$ cat src/rtl/mem_arbiter_pkg.sv
// Shared types and constants for the memory arbiter slice: bus command
// encoding, tag-table entry layout and owner identifiers.
package mem_arbiter_pkg;

  localparam int XLEN     = 32;
  localparam int DATA_W   = 64;
  localparam int TAG_W    = 4;
  localparam int NUM_TAGS = 16;

  typedef enum logic [1:0] {
    BUS_NONE  = 2'h0,
    BUS_LOAD  = 2'h1,
    BUS_STORE = 2'h2
  } BUS_COMMAND;

  typedef enum logic {
    OWNER_DC = 1'b0,
    OWNER_IC = 1'b1
  } MEM_ARB_OWNER;

  typedef struct packed {
    logic         valid;
    MEM_ARB_OWNER owner;
  } tag_entry_t;

endpackage

$ cat src/rtl/mem_arbiter_if.sv
// Request/grant, memory bus and response-routing signals of the arbiter.
// slave: arbiter side; master: cache controllers plus memory side.
interface mem_arbiter_if;
  import mem_arbiter_pkg::*;

  logic              ev_req, dc_req, ic_req;
  logic [XLEN-1:0]   ev_addr, dc_addr, ic_addr;
  logic [DATA_W-1:0] ev_data;
  logic              ev_grant, dc_grant, ic_grant;

  BUS_COMMAND        arb2mem_command;
  logic [XLEN-1:0]   arb2mem_addr;
  logic [DATA_W-1:0] arb2mem_data;
  logic [TAG_W-1:0]  mem2arb_response;
  logic [TAG_W-1:0]  mem2arb_tag;
  logic [DATA_W-1:0] mem2arb_data;

  logic              dc_rsp_valid, ic_rsp_valid;
  logic [TAG_W-1:0]  rsp_tag;
  logic [DATA_W-1:0] rsp_data;
  logic [TAG_W-1:0]  dc_outstanding, ic_outstanding;
  logic              arb_tag_err;

  modport slave (
    input  ev_req, dc_req, ic_req, ev_addr, dc_addr, ic_addr, ev_data,
    input  mem2arb_response, mem2arb_tag, mem2arb_data,
    output ev_grant, dc_grant, ic_grant,
    output arb2mem_command, arb2mem_addr, arb2mem_data,
    output dc_rsp_valid, ic_rsp_valid, rsp_tag, rsp_data,
    output dc_outstanding, ic_outstanding, arb_tag_err
  );

  modport master (
    output ev_req, dc_req, ic_req, ev_addr, dc_addr, ic_addr, ev_data,
    output mem2arb_response, mem2arb_tag, mem2arb_data,
    input  ev_grant, dc_grant, ic_grant,
    input  arb2mem_command, arb2mem_addr, arb2mem_data,
    input  dc_rsp_valid, ic_rsp_valid, rsp_tag, rsp_data,
    input  dc_outstanding, ic_outstanding, arb_tag_err
  );

endinterface

$ cat src/rtl/mem_tag_table.sv
// Owner table for outstanding memory loads, indexed by memory tag.
// Free (data return) is applied before allocate (load grant) in the same
// cycle, so a tag can be returned and reissued on one edge. Keeps per-owner
// saturating outstanding counters and a sticky error for bad returns or
// overwrites of live entries.
module mem_tag_table #(
  parameter int NUM_TAGS = 16
) (
  input  logic                          clock,
  input  logic                          reset,
  input  logic                          alloc_en,
  input  logic [3:0]                    alloc_tag,
  input  mem_arbiter_pkg::MEM_ARB_OWNER alloc_owner,
  input  logic [3:0]                    lookup_tag,
  output logic                          lookup_hit,
  output mem_arbiter_pkg::MEM_ARB_OWNER lookup_owner,
  output logic [3:0]                    dc_cnt,
  output logic [3:0]                    ic_cnt,
  output logic                          tag_err
);
  import mem_arbiter_pkg::*;

  localparam logic [TAG_W-1:0] CNT_MAX = TAG_W'(NUM_TAGS - 1);

  tag_entry_t tbl [NUM_TAGS];
  logic       miss_ret, overwrite;
  logic       dc_inc, dc_dec, ic_inc, ic_dec;

  function automatic logic [TAG_W-1:0] cnt_next(input logic [TAG_W-1:0] cnt,
                                                input logic inc, input logic dec);
    if (inc && !dec) return (cnt == CNT_MAX) ? cnt : cnt + 1'b1;
    if (dec && !inc) return (cnt == '0) ? cnt : cnt - 1'b1;
    return cnt;
  endfunction

  assign lookup_hit   = (lookup_tag != '0) && tbl[lookup_tag].valid;
  assign lookup_owner = tbl[lookup_tag].owner;
  assign miss_ret     = (lookup_tag != '0) && !tbl[lookup_tag].valid;
  assign overwrite    = alloc_en && tbl[alloc_tag].valid &&
                        !(lookup_hit && (lookup_tag == alloc_tag));

  assign dc_inc = alloc_en && (alloc_owner == OWNER_DC);
  assign ic_inc = alloc_en && (alloc_owner == OWNER_IC);
  assign dc_dec = lookup_hit && (lookup_owner == OWNER_DC);
  assign ic_dec = lookup_hit && (lookup_owner == OWNER_IC);

  // Free the returning entry, then allocate the granted one (allocate wins)
  always_ff @(posedge clock or posedge reset) begin
    if (reset) begin
      for (int i = 0; i < NUM_TAGS; i++) tbl[i] <= '0;
    end else begin
      if (lookup_hit) tbl[lookup_tag].valid <= 1'b0;
      if (alloc_en)   tbl[alloc_tag] <= '{valid: 1'b1, owner: alloc_owner};
    end
  end

  // Per-owner outstanding counters; simultaneous inc and dec cancel
  always_ff @(posedge clock or posedge reset) begin
    if (reset) begin
      dc_cnt <= '0;
      ic_cnt <= '0;
    end else begin
      dc_cnt <= cnt_next(dc_cnt, dc_inc, dc_dec);
      ic_cnt <= cnt_next(ic_cnt, ic_inc, ic_dec);
    end
  end

  // Sticky error: return on an empty tag or allocation over a live one
  always_ff @(posedge clock or posedge reset) begin
    if (reset)                      tag_err <= 1'b0;
    else if (miss_ret || overwrite) tag_err <= 1'b1;
  end

endmodule

$ cat src/rtl/mem_arbiter.sv
// Memory bus arbiter for eviction stores, D-cache loads and I-cache loads.
// Fixed priority ev > dc > ic; a request is granted in the cycle memory
// returns a nonzero response tag. Load tags are tracked in mem_tag_table
// so data returns are routed to the issuing cache.
// Optional feature macro: MEM_ARB_ANTISTARVE_EN (I-cache starvation boost).
module mem_arbiter #(
  parameter int NUM_TAGS     = 16,
  parameter int STARVE_LIMIT = 4
) (
  input logic          clock,
  input logic          reset,
  mem_arbiter_if.slave bus
);
  import mem_arbiter_pkg::*;

  logic         active, accepted, boost;
  logic         sel_ev, sel_dc, sel_ic;
  logic         alloc_en, lookup_hit;
  MEM_ARB_OWNER alloc_owner, lookup_owner;

`ifdef MEM_ARB_ANTISTARVE_EN
  localparam int STARVE_W = $clog2(STARVE_LIMIT + 1);
  logic [STARVE_W-1:0] starve_cnt;

  // Count consecutive cycles the I-cache is requesting but not granted
  always_ff @(posedge clock or posedge reset) begin
    if (reset)                          starve_cnt <= '0;
    else if (!bus.ic_req || bus.ic_grant) starve_cnt <= '0;
    else if (starve_cnt < STARVE_W'(STARVE_LIMIT)) starve_cnt <= starve_cnt + 1'b1;
  end

  assign boost = (starve_cnt >= STARVE_W'(STARVE_LIMIT));
`else
  assign boost = 1'b0;
`endif

  // The bus looks idle for as long as reset is held
  assign active   = !reset;
  assign sel_ev   = bus.ev_req;
  assign sel_ic   = !bus.ev_req && bus.ic_req && (!bus.dc_req || boost);
  assign sel_dc   = !bus.ev_req && bus.dc_req && !sel_ic;
  assign accepted = active && (bus.mem2arb_response != '0);

  assign bus.ev_grant = accepted && sel_ev;
  assign bus.dc_grant = accepted && sel_dc;
  assign bus.ic_grant = accepted && sel_ic;

  // Drive the memory bus from the selected requester
  always_comb begin
    bus.arb2mem_command = BUS_NONE;
    bus.arb2mem_addr    = '0;
    bus.arb2mem_data    = '0;
    if (active) begin
      if (sel_ev) begin
        bus.arb2mem_command = BUS_STORE;
        bus.arb2mem_addr    = bus.ev_addr;
        bus.arb2mem_data    = bus.ev_data;
      end else if (sel_dc) begin
        bus.arb2mem_command = BUS_LOAD;
        bus.arb2mem_addr    = bus.dc_addr;
      end else if (sel_ic) begin
        bus.arb2mem_command = BUS_LOAD;
        bus.arb2mem_addr    = bus.ic_addr;
      end
    end
  end

  assign alloc_en    = accepted && (sel_dc || sel_ic);
  assign alloc_owner = sel_ic ? OWNER_IC : OWNER_DC;

  mem_tag_table #(.NUM_TAGS(NUM_TAGS)) u_tag_table (
    .clock        (clock),
    .reset        (reset),
    .alloc_en     (alloc_en),
    .alloc_tag    (bus.mem2arb_response),
    .alloc_owner  (alloc_owner),
    .lookup_tag   (bus.mem2arb_tag),
    .lookup_hit   (lookup_hit),
    .lookup_owner (lookup_owner),
    .dc_cnt       (bus.dc_outstanding),
    .ic_cnt       (bus.ic_outstanding),
    .tag_err      (bus.arb_tag_err)
  );

  assign bus.dc_rsp_valid = active && lookup_hit && (lookup_owner == OWNER_DC);
  assign bus.ic_rsp_valid = active && lookup_hit && (lookup_owner == OWNER_IC);
  assign bus.rsp_tag      = bus.mem2arb_tag;
  assign bus.rsp_data     = bus.mem2arb_data;

endmodule

$ cat src/flat_wrapper.sv
// flat-port wrapper written by rule: the top's interface ports become plain ports
module mem_arbiter_flat import mem_arbiter_pkg::*;
#(
  parameter int NUM_TAGS     = 16,
  parameter int STARVE_LIMIT = 4
)
  (clock, reset, bus_ev_req, bus_dc_req, bus_ic_req, bus_ev_addr, bus_dc_addr, bus_ic_addr, bus_ev_data, bus_mem2arb_response, bus_mem2arb_tag, bus_mem2arb_data, bus_ev_grant, bus_dc_grant, bus_ic_grant, bus_arb2mem_command, bus_arb2mem_addr, bus_arb2mem_data, bus_dc_rsp_valid, bus_ic_rsp_valid, bus_rsp_tag, bus_rsp_data, bus_dc_outstanding, bus_ic_outstanding, bus_arb_tag_err);
  mem_arbiter_if bus_i ();
  input logic clock;
  input logic reset;
  input wire logic [$bits(bus_i.ev_req)-1:0] bus_ev_req;
  input wire logic [$bits(bus_i.dc_req)-1:0] bus_dc_req;
  input wire logic [$bits(bus_i.ic_req)-1:0] bus_ic_req;
  input wire logic [$bits(bus_i.ev_addr)-1:0] bus_ev_addr;
  input wire logic [$bits(bus_i.dc_addr)-1:0] bus_dc_addr;
  input wire logic [$bits(bus_i.ic_addr)-1:0] bus_ic_addr;
  input wire logic [$bits(bus_i.ev_data)-1:0] bus_ev_data;
  input wire logic [$bits(bus_i.mem2arb_response)-1:0] bus_mem2arb_response;
  input wire logic [$bits(bus_i.mem2arb_tag)-1:0] bus_mem2arb_tag;
  input wire logic [$bits(bus_i.mem2arb_data)-1:0] bus_mem2arb_data;
  output wire logic [$bits(bus_i.ev_grant)-1:0] bus_ev_grant;
  output wire logic [$bits(bus_i.dc_grant)-1:0] bus_dc_grant;
  output wire logic [$bits(bus_i.ic_grant)-1:0] bus_ic_grant;
  output wire logic [$bits(bus_i.arb2mem_command)-1:0] bus_arb2mem_command;
  output wire logic [$bits(bus_i.arb2mem_addr)-1:0] bus_arb2mem_addr;
  output wire logic [$bits(bus_i.arb2mem_data)-1:0] bus_arb2mem_data;
  output wire logic [$bits(bus_i.dc_rsp_valid)-1:0] bus_dc_rsp_valid;
  output wire logic [$bits(bus_i.ic_rsp_valid)-1:0] bus_ic_rsp_valid;
  output wire logic [$bits(bus_i.rsp_tag)-1:0] bus_rsp_tag;
  output wire logic [$bits(bus_i.rsp_data)-1:0] bus_rsp_data;
  output wire logic [$bits(bus_i.dc_outstanding)-1:0] bus_dc_outstanding;
  output wire logic [$bits(bus_i.ic_outstanding)-1:0] bus_ic_outstanding;
  output wire logic [$bits(bus_i.arb_tag_err)-1:0] bus_arb_tag_err;
  assign bus_i.ev_req = bus_ev_req;
  assign bus_i.dc_req = bus_dc_req;
  assign bus_i.ic_req = bus_ic_req;
  assign bus_i.ev_addr = bus_ev_addr;
  assign bus_i.dc_addr = bus_dc_addr;
  assign bus_i.ic_addr = bus_ic_addr;
  assign bus_i.ev_data = bus_ev_data;
  assign bus_i.mem2arb_response = bus_mem2arb_response;
  assign bus_i.mem2arb_tag = bus_mem2arb_tag;
  assign bus_i.mem2arb_data = bus_mem2arb_data;
  assign bus_ev_grant = bus_i.ev_grant;
  assign bus_dc_grant = bus_i.dc_grant;
  assign bus_ic_grant = bus_i.ic_grant;
  assign bus_arb2mem_command = bus_i.arb2mem_command;
  assign bus_arb2mem_addr = bus_i.arb2mem_addr;
  assign bus_arb2mem_data = bus_i.arb2mem_data;
  assign bus_dc_rsp_valid = bus_i.dc_rsp_valid;
  assign bus_ic_rsp_valid = bus_i.ic_rsp_valid;
  assign bus_rsp_tag = bus_i.rsp_tag;
  assign bus_rsp_data = bus_i.rsp_data;
  assign bus_dc_outstanding = bus_i.dc_outstanding;
  assign bus_ic_outstanding = bus_i.ic_outstanding;
  assign bus_arb_tag_err = bus_i.arb_tag_err;
  mem_arbiter #(.NUM_TAGS(NUM_TAGS), .STARVE_LIMIT(STARVE_LIMIT)) u_core (.clock(clock), .reset(reset), .bus(bus_i));
endmodule
$ cat config.mk
export PLATFORM = sky130hd
export DESIGN_NAME = mem_arbiter_flat
export DESIGN_NICKNAME = d
export VERILOG_FILES = /design/src/rtl/mem_arbiter_pkg.sv /design/src/rtl/mem_arbiter_if.sv /design/src/rtl/mem_tag_table.sv /design/src/rtl/mem_arbiter.sv /design/src/flat_wrapper.sv
export SDC_FILE = /design/constraint.sdc
export NUM_CORES = 1
export LEC_CHECK = 0
export CAP_MARGIN = 20
export CORE_AREA = 2 2 163 165
export DETAILED_ROUTE_END_ITERATION = 8
export DIE_AREA = 0 0 165 167
export PLACE_DENSITY_LB_ADDON = 0.1
export RECOVER_POWER = 25
export SETUP_SLACK_MARGIN = 0.2
export SYNTH_ARGS = -nofsm -noshare
export SYNTH_HDL_FRONTEND = slang
export SYNTH_HIERARCHICAL = 1
export SYNTH_SLANG_ARGS = --single-unit
$ cat constraint.sdc
create_clock -name clock -period 8.4 [get_ports clock]
set_input_delay 1.68 -clock clock [delete_from_list [all_inputs] [get_ports clock]]
set_output_delay 1.68 -clock clock [all_outputs]
set_load 0.005 [all_outputs]
==> results of run 1 <==
layer usage:
layer	wire, um	vias to the layer above	GRT usage (%)
met5	157	-	4.36
met4	273	4	2.61
met3	3230	22	8.64
met2	10100	292	23.4
met1	10700	2258	22.4
li1	-	2083	-
final timing paths:
path,cells past startpoint,to,slack (ps)
worst max-delay path,6,bus_arb2mem_addr[29],2190
worst min-delay path,1,u_core/u_tag_table/tbl[30],500
worst max register to register,8,u_core/u_tag_table/dc_cnt[3],5360
worst min register to register,1,u_core/u_tag_table/tbl[30],500
max in group asynchronous,4,u_core/u_tag_table/tbl[1],3720
min in group asynchronous,4,u_core/u_tag_table/dc_cnt[0],3280
worst max-delay path, delay by kind of cell:
family	cells	cell delay, ps
buffers and inverters	4	2330
AO/OA/AOI/OAI	1	380
AND/OR/NAND/NOR	1	100
layout make-up:
type	instances	area, sq um	area share [%]
multi-input combinational	327	2700	37.2
clock buffer	5	125	1.72
antenna	1	2.50	0.0345
sequential	41	1030	14.1
inverter	10	37.5	0.517
clock inverter	1	5.00	0.0690
tap	335	419	5.78
timing repair buffer	296	2940	40.5
kinds of logic (layout without fill, tap and decap cells):
logic type,Yosys count,in the layout,share of synthesized area (%)
and+or+nand+nor,192,192,28.7
adders and majority gates,11,11,3.04
DFF,41,41,22.7
AOI/OAI and AO/OA,82,82,14.0
buffers and inverters,114,312,18.1
xor gates and xnor gates,6,6,1.16
muxes,36,36,12.3
other,0,1,0
power by group through the flow:
stage          Clock, mW  Combinational [mW]  Sequential [mW]
2_1_floorplan          0               0.227            0.280
3_3_place_gp           0               0.417            0.292
3_5_place_dp           0               0.423            0.294
4_1_cts            0.189               0.425            0.291
5_1_grt            0.198               0.454            0.297
6_report           0.181               0.416            0.290
cell usage in the layout, fill, tap and decap left out, types with 3 or more instances in the layout:
| master | instances |
|---|---|
| clkdlybuf4s50_1 | 277 |
| mux2_2 | 11 |
| and2_1 | 66 |
| buf_4 | 5 |
| a21o_1 | 3 |
| mux2i_1 | 7 |
| mux4_2 | 13 |
| o21ai_1 | 7 |
| nand2_1 | 14 |
| and4bb_1 | 10 |
| clkbuf_1 | 3 |
| ha_1 | 11 |
| xnor2_1 | 6 |
| inv_1 | 10 |
| nor3_1 | 3 |
| nand3_1 | 13 |
| nor2b_1 | 4 |
| a21oi_1 | 5 |
| clkbuf_16 | 6 |
| and4bb_2 | 4 |
| and3_1 | 4 |
| dlygate4sd3_1 | 9 |
| nand2b_1 | 14 |
| mux2_1 | 4 |
| nor2_1 | 19 |
| o21ai_0 | 20 |
| nand3b_1 | 5 |
| dfrtp_1 | 41 |
| nor4bb_1 | 18 |
| a221o_1 | 32 |
per-stage QoR:
step | total power [mW] | instance area, sq um
3_3_place_gp | 0.709 | 7100
5_1_grt | 0.949 | 7250
3_5_place_dp | 0.717 | 7100
6_report | 0.887 | 7260
2_1_floorplan | 0.508 | 4520
4_1_cts | 0.905 | 7230
flip-flops by register name, summed over array words and instances (netlist names):
name	flops
u_core/u_tag_table/tbl	32
u_core/u_tag_table/dc_cnt	4
u_core/u_tag_table/ic_cnt	4
u_core/u_tag_table/tag_err	1
==> results.ini, run 1 <==
[timing]
fin_skew_ps = 3.60
final_max_slew_viol_count = 83
tightestPinTransition_ps = 2430
max_freq_mhz = 161
final_hold_viol_count = 0
period_share_pct = 73.9
min_period_ps = 6210
setup_viol = 0
setup_tns_ps = 0
rsz0062_at_grt = no
holdWs_ps = 502
relSlewSlack_pct = -62.3
timing.final.ws_setup_ps = 2190

[logic_synthesis]
synth_area_per_cell_sq_um = 9.39
synthCells = 482
ys_top_cells_by_count = buf_4, and2_1, dfrtp_1, a221o_1, o21ai_0
async_flop_share_pct = 100
synth.distinct_cells = 54
synth_edf_count = 0
netlist.area_leader.share_pct = 22.7
yosysSeqAreaShare_pct = 22.7
ys.flop_type = dfrtp_1
syn_nets = 730
yosys_register_bits = 41
synth_top_area_cell = dfrtp_1
yosysMostFrequentCell = buf_4
synth.area.top_cells = dfrtp_1, buf_4, and2_1
ys_warn_count = 6
netlist_area_sq_um = 4520

[detailed_routing]
drtAntennaViolNets = 0
drc = 0
drtIter0Drc = 321
drt_wl_total_um = 24500
dr.pass1.iters = 4
wl_per_cell_um = 24.1
vias = 4659
drt-vias-per-instance = 4.59

[layout]
final_cells = 1016
drive_gt1_share_pct = 7.06
n_fill_cell = 2705
areaGrowthSynthToFinish_pct = 60.4
fin_util_pct = 28.2
final_net_count = 929

[setup_path]
arrival_ps = 4530
end_kind = primary output
critPathMostFrequentCell = clkbuf_1
crit_fanout = 40
startpoint = reset
criticalPathCategory = input pin to primary output
cpMaxStageDelayCell = clkbuf_1
crit_required_ps = 6720
crit_path_start_kind = input pin
max_stage_delay_ps = 1320
r2r_start = u_core/u_tag_table/tbl[0]
worstPathCellList = clkbuf_1 -> clkbuf_1 -> nor4b_4 -> buf_4 -> a221o_1 -> clkdlybuf4s50_1

[clocking]
insertion_delay_ps = 280
post-cts-setup-buffer-count = 0
tritoncts = built
htreeDepth = 2
numCtsBuffers = 5
clock_sinks = 41
root_buffer = clkbuf_16
cts.clk_slew.worst_paths_ps = 60
cts_resized = 0
clockBufferDepth = 2
holdBufCountCts = 0

[global_routing]
grt_max_degree = 51
antenna_found_initial = 2
grt_pass1_vias = 4863
grt_pass1_wl_um = 33900
grt_overflow_total = 0
track_usage_pct = 16.6

[placement]
dp_hpwl_um = 20300
dpl_worst_slack_ps = 1800
dp.cells = 1007
io_buffers = 288
place_congestion = 0.862

[die]
die_area_sq_um = 27600
rows = 59
die_h_um = 167
fp.dieW_um = 165
io_pins = 417
design.core.area_sq_um = 25800
initial_core_util_pct = 17.6

[pwr]
netSwitchingPower_uw = 296
combPwrFrac_pct = 46.9
internal-power_uw = 591
clockPowerShare_pct = 20.4
ir_drop_mv = 0.0668
p_sw_share_pct = 33.3
power.density_nw_per_um2 = 122
pwr-share-seq_pct = 32.7
p_leak_nw = 2.84

[run_status]
violations = max-capacitance violations, max-slew violations
status = finished with violations

[min_path]
hold_path_class = flop to flop
worstHoldStart = u_core/u_tag_table/tbl[30]

[job]
maxCapViolCount = 2

Power figures use the tool's default switching activity.
==> run 2, diff against run 1 <==
--- a/config.mk
+++ b/config.mk
@@ -6,9 +6,9 @@
 export NUM_CORES = 1
 export LEC_CHECK = 0
 export CAP_MARGIN = 20
-export CORE_AREA = 2 2 163 165
+export CORE_AREA = 2 2 162 164
 export DETAILED_ROUTE_END_ITERATION = 8
-export DIE_AREA = 0 0 165 167
+export DIE_AREA = 0 0 164 166
 export PLACE_DENSITY_LB_ADDON = 0.1
 export RECOVER_POWER = 25
 export SETUP_SLACK_MARGIN = 0.2
==> constraint.sdc (replaced) <==
create_clock -name clock -period 5.5 [get_ports clock]
set_input_delay 1.1 -clock clock [delete_from_list [all_inputs] [get_ports clock]]
set_output_delay 1.1 -clock clock [all_outputs]
set_load 0.005 [all_outputs]
==> run 2 against run 1 <==
Compared with the run above: the flow still finishes with violations (max-capacitance violations, max-slew violations); critical path depth decreased by 1; global-route usage increased by 0.22 points; register-to-register slack got worse by 2900 ps; via count unchanged; sequential cell count is the same; clock-buffer cell count increased by 2; combinational power up 55%; utilization grew 0.47 points; non-clock buffer count grew 8; sequential share of layout area shrank 0.15 points; largest power group unchanged.
==> results.ini, run 2 (synthesis gave the netlist of run 1 again) <==
[setup_path]
arrival_ps = 3880  ; -650 ps
ff2ff_path_depth = 8  ; unchanged
crit_required_ps = 4400  ; -2320 ps
rr_endpoint = u_core/u_tag_table/dc_cnt[3]
cpMaxStageDelayCell = clkbuf_1
max_stage_delay_ps = 1370  ; +50 ps
crit_path_start_kind = input pin
r2r_slack_ps = 2500  ; -2860 ps
cp.depth = 5  ; -1
worst-path-buf-inv = 3  ; -1
crit_fanout = 41  ; +2.5%
worstPathCellList = clkbuf_1 -> nor4b_4 -> buf_4 -> a221o_1 -> clkdlybuf4s50_1
criticalPathCategory = input pin to primary output
end_kind = primary output
crit_family = buffers and inverters
r2r_start = u_core/u_tag_table/tbl[2]

[min_path]
worstHoldStart = u_core/u_tag_table/tbl[6]
worst_hold_path.num_cells = 1  ; unchanged
hold_end = u_core/u_tag_table/tbl[6]
hold_path_class = flop to flop

[detailed_routing]
drc = 0  ; unchanged
vias = 4659  ; unchanged
dr.pass1.iters = 4  ; unchanged
drt-vias-per-instance = 4.55  ; -0.88%
drt_wl_total_um = 24200  ; -1.2%
drtAntennaViolNets = 0  ; unchanged
drtIter0Drc = 291  ; -9.3%
wl_per_cell_um = 23.6  ; -2.1%

[job]
maxCapViolCount = 2  ; unchanged

[placement]
dp.cells = 1017  ; +0.99%
place_congestion = 0.850  ; -1.4%
dp_hpwl_um = 20200  ; -0.48%
io_buffers = 288  ; unchanged

[clocking]
htreeDepth = 2  ; unchanged
post-cts-setup-buffer-count = 0  ; unchanged
cts.clk_slew.worst_paths_ps = 60  ; about the same
clockBufferDepth = 2  ; unchanged
clock_sinks = 41  ; unchanged
cts_resized = 0  ; unchanged
holdBufCountCts = 0  ; unchanged
insertion_delay_ps = 290  ; about the same
root_buffer = clkbuf_16
numCtsBuffers = 5  ; unchanged
tritoncts = built

[timing]
min_period_ps = 4980
relSlewSlack_pct = -45.4  ; +17 points
fin_skew_ps = 7.43  ; +3.83 ps
period_share_pct = 90.6
final_max_slew_viol_count = 80  ; -3.6%
final_hold_viol_count = 0  ; unchanged
setup_tns_ps = 0  ; unchanged
rsz0062_at_grt = no
setup_viol = 0  ; unchanged
max_freq_mhz = 201
tightestPinTransition_ps = 2180  ; -253 ps
holdWs_ps = 494  ; -7.23 ps

[pwr]
p_leak_nw = 2.88  ; +1.7%
ir_drop_mv = 0.108  ; +61%
power.density_nw_per_um2 = 197  ; +61%

[layout]
antenna_cells = 0  ; -1
final_cell_mix = clkdlybuf4s50_1, and2_1, dfrtp_1
largest_reg_flops = 32  ; unchanged
regMostFlops = u_core/u_tag_table/tbl
final_common_cell = clkdlybuf4s50_1
reg_top3 = u_core/u_tag_table/tbl x32, u_core/u_tag_table/dc_cnt x4, u_core/u_tag_table/ic_cnt x4
final_net_count = 937  ; +0.86%
drive_gt1_share_pct = 7.97  ; +0.91 points
areaGrowthSynthToFinish_pct = 62.1
final_cells = 1025  ; +0.89%

[run_status]
status = finished with violations
violations = max-capacitance violations, max-slew violations

[global_routing]
track_usage_pct = 16.8  ; +0.22 points
grt_max_degree = 63  ; +24%
antenna_found_initial = 2  ; unchanged
grt_overflow_total = 0  ; unchanged
grt_pass1_wl_um = 34100  ; +0.43%
grt_pass1_vias = 4969  ; +2.2%

[die]
die_area_sq_um = 27200  ; -1.2%
initial_core_util_pct = 17.7  ; +0.10 points
rows = 59  ; unchanged
fp.dieW_um = 164  ; -0.61%
design.core.area_sq_um = 25600  ; -0.57%
io_pins = 417  ; unchanged
die_h_um = 166  ; -0.60%

[run 2: cell types whose count changed in the layout (fill, tap and decap cells not counted)]
cell             change
buf_2                -1
clkdlybuf4s50_1     +10
clkinv_2             -1
nor4_2               -2
clkbuf_8             +1
bufinv_16            +1
dlygate4sd3_1        -9
nor4_1               +2
clkbuf_16            -1
buf_4               +10
diode_2              -1
[run 2: worst reg2reg max path, cell delays in order, from the launching register on]
cell and delay [ps]:
dfrtp_1 390, mux4_2 460, mux4_2 550, nand3b_1 190, ha_1 180, nand2b_1 290, or4_1 500, a211o_1 280
o21ai_1 70
[run 2: worst max-delay path by stage]
stage	to	from	slack (ps)
final	bus_arb2mem_addr[25]	reset	520
after global routing	bus_arb2mem_addr[25]	reset	290
after CTS	bus_dc_rsp_valid	bus_mem2arb_tag[0]	600
after detailed placement	bus_dc_rsp_valid	bus_mem2arb_tag[0]	610
after global placement	bus_dc_rsp_valid	bus_mem2arb_tag[0]	590
after floorplan	u_core/u_tag_table/dc_cnt[3]	bus_mem2arb_tag[0]	1790
[run 2: final cells by class]
class / count / area (sq um)
flip-flops and latches: 41 / 1030
fillers: 2668 / 18300
clock inverters: 1 / 30.0
well taps: 335 / 419
repair buffers: 304 / 2990
clock buffers: 7 / 143
inverters: 10 / 37.5
multi-input cells: 327 / 2690
[run 2: metal layers]
layer / vias up / GRT usage, % / part of all wire [%]
li1: 2106 / - / -
met1: 2269 / 21.4 / 42
met2: 268 / 26.9 / 45
met3: 12 / 7.69 / 11
met4: 4 / 1.53 / 0.39
met5: - / 3.09 / 0.48
[run 2: power breakdown]
group	switching, mW	internal (mW)	total [mW]
clock	0.120	0.227	0.347
combinational	0.258	0.389	0.646
sequential	0.0838	0.365	0.449
[run 2: metrics by stage]
| stage | power (mW) | utilization (%) | cell area [sq um] | worst slack [ps] |
|---|---|---|---|---|
| 2_1_floorplan | 0.775 | - | 4520 | 1790 |
| 6_report | 1.44 | 28.6 | 7330 | 516 |
| 5_1_grt | 1.54 | 28.6 | 7330 | 293 |
| 3_3_place_gp | 1.09 | 28.0 | 7170 | 592 |
| 4_1_cts | 1.45 | 28.7 | 7340 | 598 |
| 3_5_place_dp | 1.10 | 28.0 | 7170 | 609 |
==> run 3, diff against run 2 <==
--- a/config.mk
+++ b/config.mk
@@ -6,9 +6,11 @@
 export NUM_CORES = 1
 export LEC_CHECK = 0
 export CAP_MARGIN = 20
-export CORE_AREA = 2 2 162 164
+export CELL_PAD_IN_SITES_DETAIL_PLACEMENT = 1
+export CELL_PAD_IN_SITES_GLOBAL_PLACEMENT = 1
+export CORE_ASPECT_RATIO = 0.5
+export CORE_UTILIZATION = 19
 export DETAILED_ROUTE_END_ITERATION = 8
-export DIE_AREA = 0 0 164 166
 export PLACE_DENSITY_LB_ADDON = 0.1
 export RECOVER_POWER = 25
 export SETUP_SLACK_MARGIN = 0.2
==> run 3 against run 2 <==
Compared with the run above: the run ends with design-rule violations, max-capacitance violations, max-slew violations left; die area is 10% lower; sequential cell count stayed put; clock skew hardly changed; sequential share of layout area is 0.14 points higher; register-to-register slack hardly changed; utilization is 2.8 points higher.
==> results.ini, run 3 (synthesis gave the netlist of run 1 again) <==
[detailed_routing]
drtAntennaViolNets = 0  ; unchanged
drt_wl_total_um = 23000  ; -4.6%
drc = 20  ; +20
vias = 4535  ; -2.7%
wl_per_cell_um = 23.2  ; -1.6%
dr.pass1.iters = 6  ; +2
drtIter0Drc = 210  ; -28%
drt-vias-per-instance = 4.56  ; +0.37%

[timing]
tightestPinTransition_ps = 1950  ; -233 ps
min_period_ps = 5000  ; +15.0 ps
relSlewSlack_pct = -29.9  ; +16 points
fin_skew_ps = 7.82  ; +0.387 ps
final_max_slew_viol_count = 41  ; -49%
setup_tns_ps = 0  ; unchanged
final_hold_viol_count = 0  ; unchanged
max_freq_mhz = 200  ; -0.30%
setup_viol = 0  ; unchanged
rsz0062_at_grt = no
period_share_pct = 90.9  ; +0.27 points

[pwr]
power.density_nw_per_um2 = 191  ; -2.9%
ir_drop_mv = 0.111  ; +2.7%
p_leak_nw = 2.86  ; -0.75%

[setup_path]
startpoint = reset
crit_fanout = 40  ; -2.4%
ff2ff_path_depth = 8  ; unchanged
end_kind = primary output
criticalPathCategory = input pin to primary output
r2r_start = u_core/u_tag_table/tbl[30]
crit_required_ps = 4400  ; about the same
r2r_slack_ps = 2490  ; about the same
crit_path_start_kind = input pin
rr_endpoint = u_core/u_tag_table/dc_cnt[3]
arrival_ps = 3900  ; +20 ps

[global_routing]
grt_overflow_total = 0  ; unchanged
grt_pass1_vias = 4620  ; -7.0%
antenna_found_initial = 2  ; unchanged
grt_max_degree = 53  ; -16%
track_usage_pct = 18.1  ; +1.3 points
grt_pass1_wl_um = 32700  ; -3.9%

[placement]
place_area_sq_um = 7120  ; -0.70%
io_buffers = 288  ; unchanged
dp_hpwl_um = 18900  ; -6.6%
place_congestion = 0.841  ; -1.1%

[die]
design.core.area_sq_um = 23100  ; -9.9%
rows = 39  ; -34%
io_pins = 417  ; unchanged
initial_core_util_pct = 19.6  ; +1.9 points
fp.dieW_um = 220  ; +34%
die_h_um = 111  ; -33%
die_area_sq_um = 24500  ; -10%

[layout]
multi_input_area_sq_um = 2690  ; unchanged
final_cell_area_sq_um = 7260  ; -1.0%
final_cell_mix = clkdlybuf4s50_1, and2_1, dfrtp_1
seqCellArea_sq_um = 1030  ; unchanged
final_net_count = 934  ; -0.32%
largest_reg_flops = 32  ; unchanged
final_common_cell = clkdlybuf4s50_1
regMostFlops = u_core/u_tag_table/tbl
antenna_cells = 0  ; unchanged
drive_gt1_share_pct = 8.01  ; +0.035 points
areaGrowthSynthToFinish_pct = 60.5
n_fill_cell = 2626  ; -1.6%
fin_util_pct = 31.5  ; +2.8 points
reg_top3 = u_core/u_tag_table/tbl x32, u_core/u_tag_table/dc_cnt x4, u_core/u_tag_table/ic_cnt x4

[min_path]
worstHoldStart = u_core/u_tag_table/tbl[14]
hold_path_class = flop to flop
hold_end = u_core/u_tag_table/tbl[14]
worst_hold_path.num_cells = 1  ; unchanged

[clocking]
post-cts-setup-buffer-count = 0  ; unchanged
clock_sinks = 41  ; unchanged
cts.clk_slew.worst_paths_ps = 60  ; about the same
cts_resized = 0  ; unchanged
numCtsBuffers = 5  ; unchanged
htreeDepth = 2  ; unchanged
clockBufferDepth = 2  ; unchanged
root_buffer = clkbuf_16
insertion_delay_ps = 290  ; about the same
holdBufCountCts = 0  ; unchanged
tritoncts = built

[job]
maxCapViolCount = 1  ; -1

[run_status]
status = finished with violations
violations = design-rule violations, max-capacitance violations, max-slew violations

==> run 3: final cells by class <==
type	instances	share of cell area, %
Clock buffer	5	1.72
Clock inverter	3	0.293
Inverter	10	0.517
Multi-Input combinational cell	327	37.0
Sequential cell	41	14.1
Tap cell	307	5.29
Timing Repair Buffer	301	41.0
==> run 3: worst max-delay path by stage <==
stage                                               to  slack, ps  cells after the start
after global routing              bus_arb2mem_addr[25]        270                      6
after detailed placement              bus_dc_rsp_valid        600                      5
after floorplan           u_core/u_tag_table/dc_cnt[3]       1790                     10
after CTS                             bus_dc_rsp_valid        590                      5
final                             bus_arb2mem_addr[24]        500                      6
after global placement                bus_dc_rsp_valid        630                      5
==> run 3: stage by stage <==
stage,cells,power [mW],setup WS [ps],hold slack [ps]
after CTS,994,1.41,593,508
after global routing,994,1.49,275,524
after floorplan,482,0.775,1790,448
after global placement,986,1.09,631,490
after detailed placement,986,1.10,601,494
final,994,1.39,501,506
==> run 3: power breakdown <==
group	switching (mW)	total (mW)	internal [mW]	leakage, nW
logic	0.249	0.636	0.388	2.26
clock network	0.132	0.302	0.169	0.0702
registers	0.0830	0.448	0.365	0.533
total	0.464	1.39	0.922	2.86
==> run 3: per-layer routing <==
metal | up-vias | GRT usage (%) | part of all wire (%)
met4 | 8 | 2.39 | 0.42
met2 | 210 | 28.1 | 45
met1 | 2202 | 22.8 | 42
li1 | 2100 | - | -
met3 | 15 | 8.45 | 11
met5 | - | 5.83 | 0.82
==> run 3: critical path, cell delays in order <==
cell,delay (ps)
buf_2,110
clkbuf_1,1400
nor4b_4,110
buf_4,310
a221o_1,330
clkdlybuf4s50_1,520
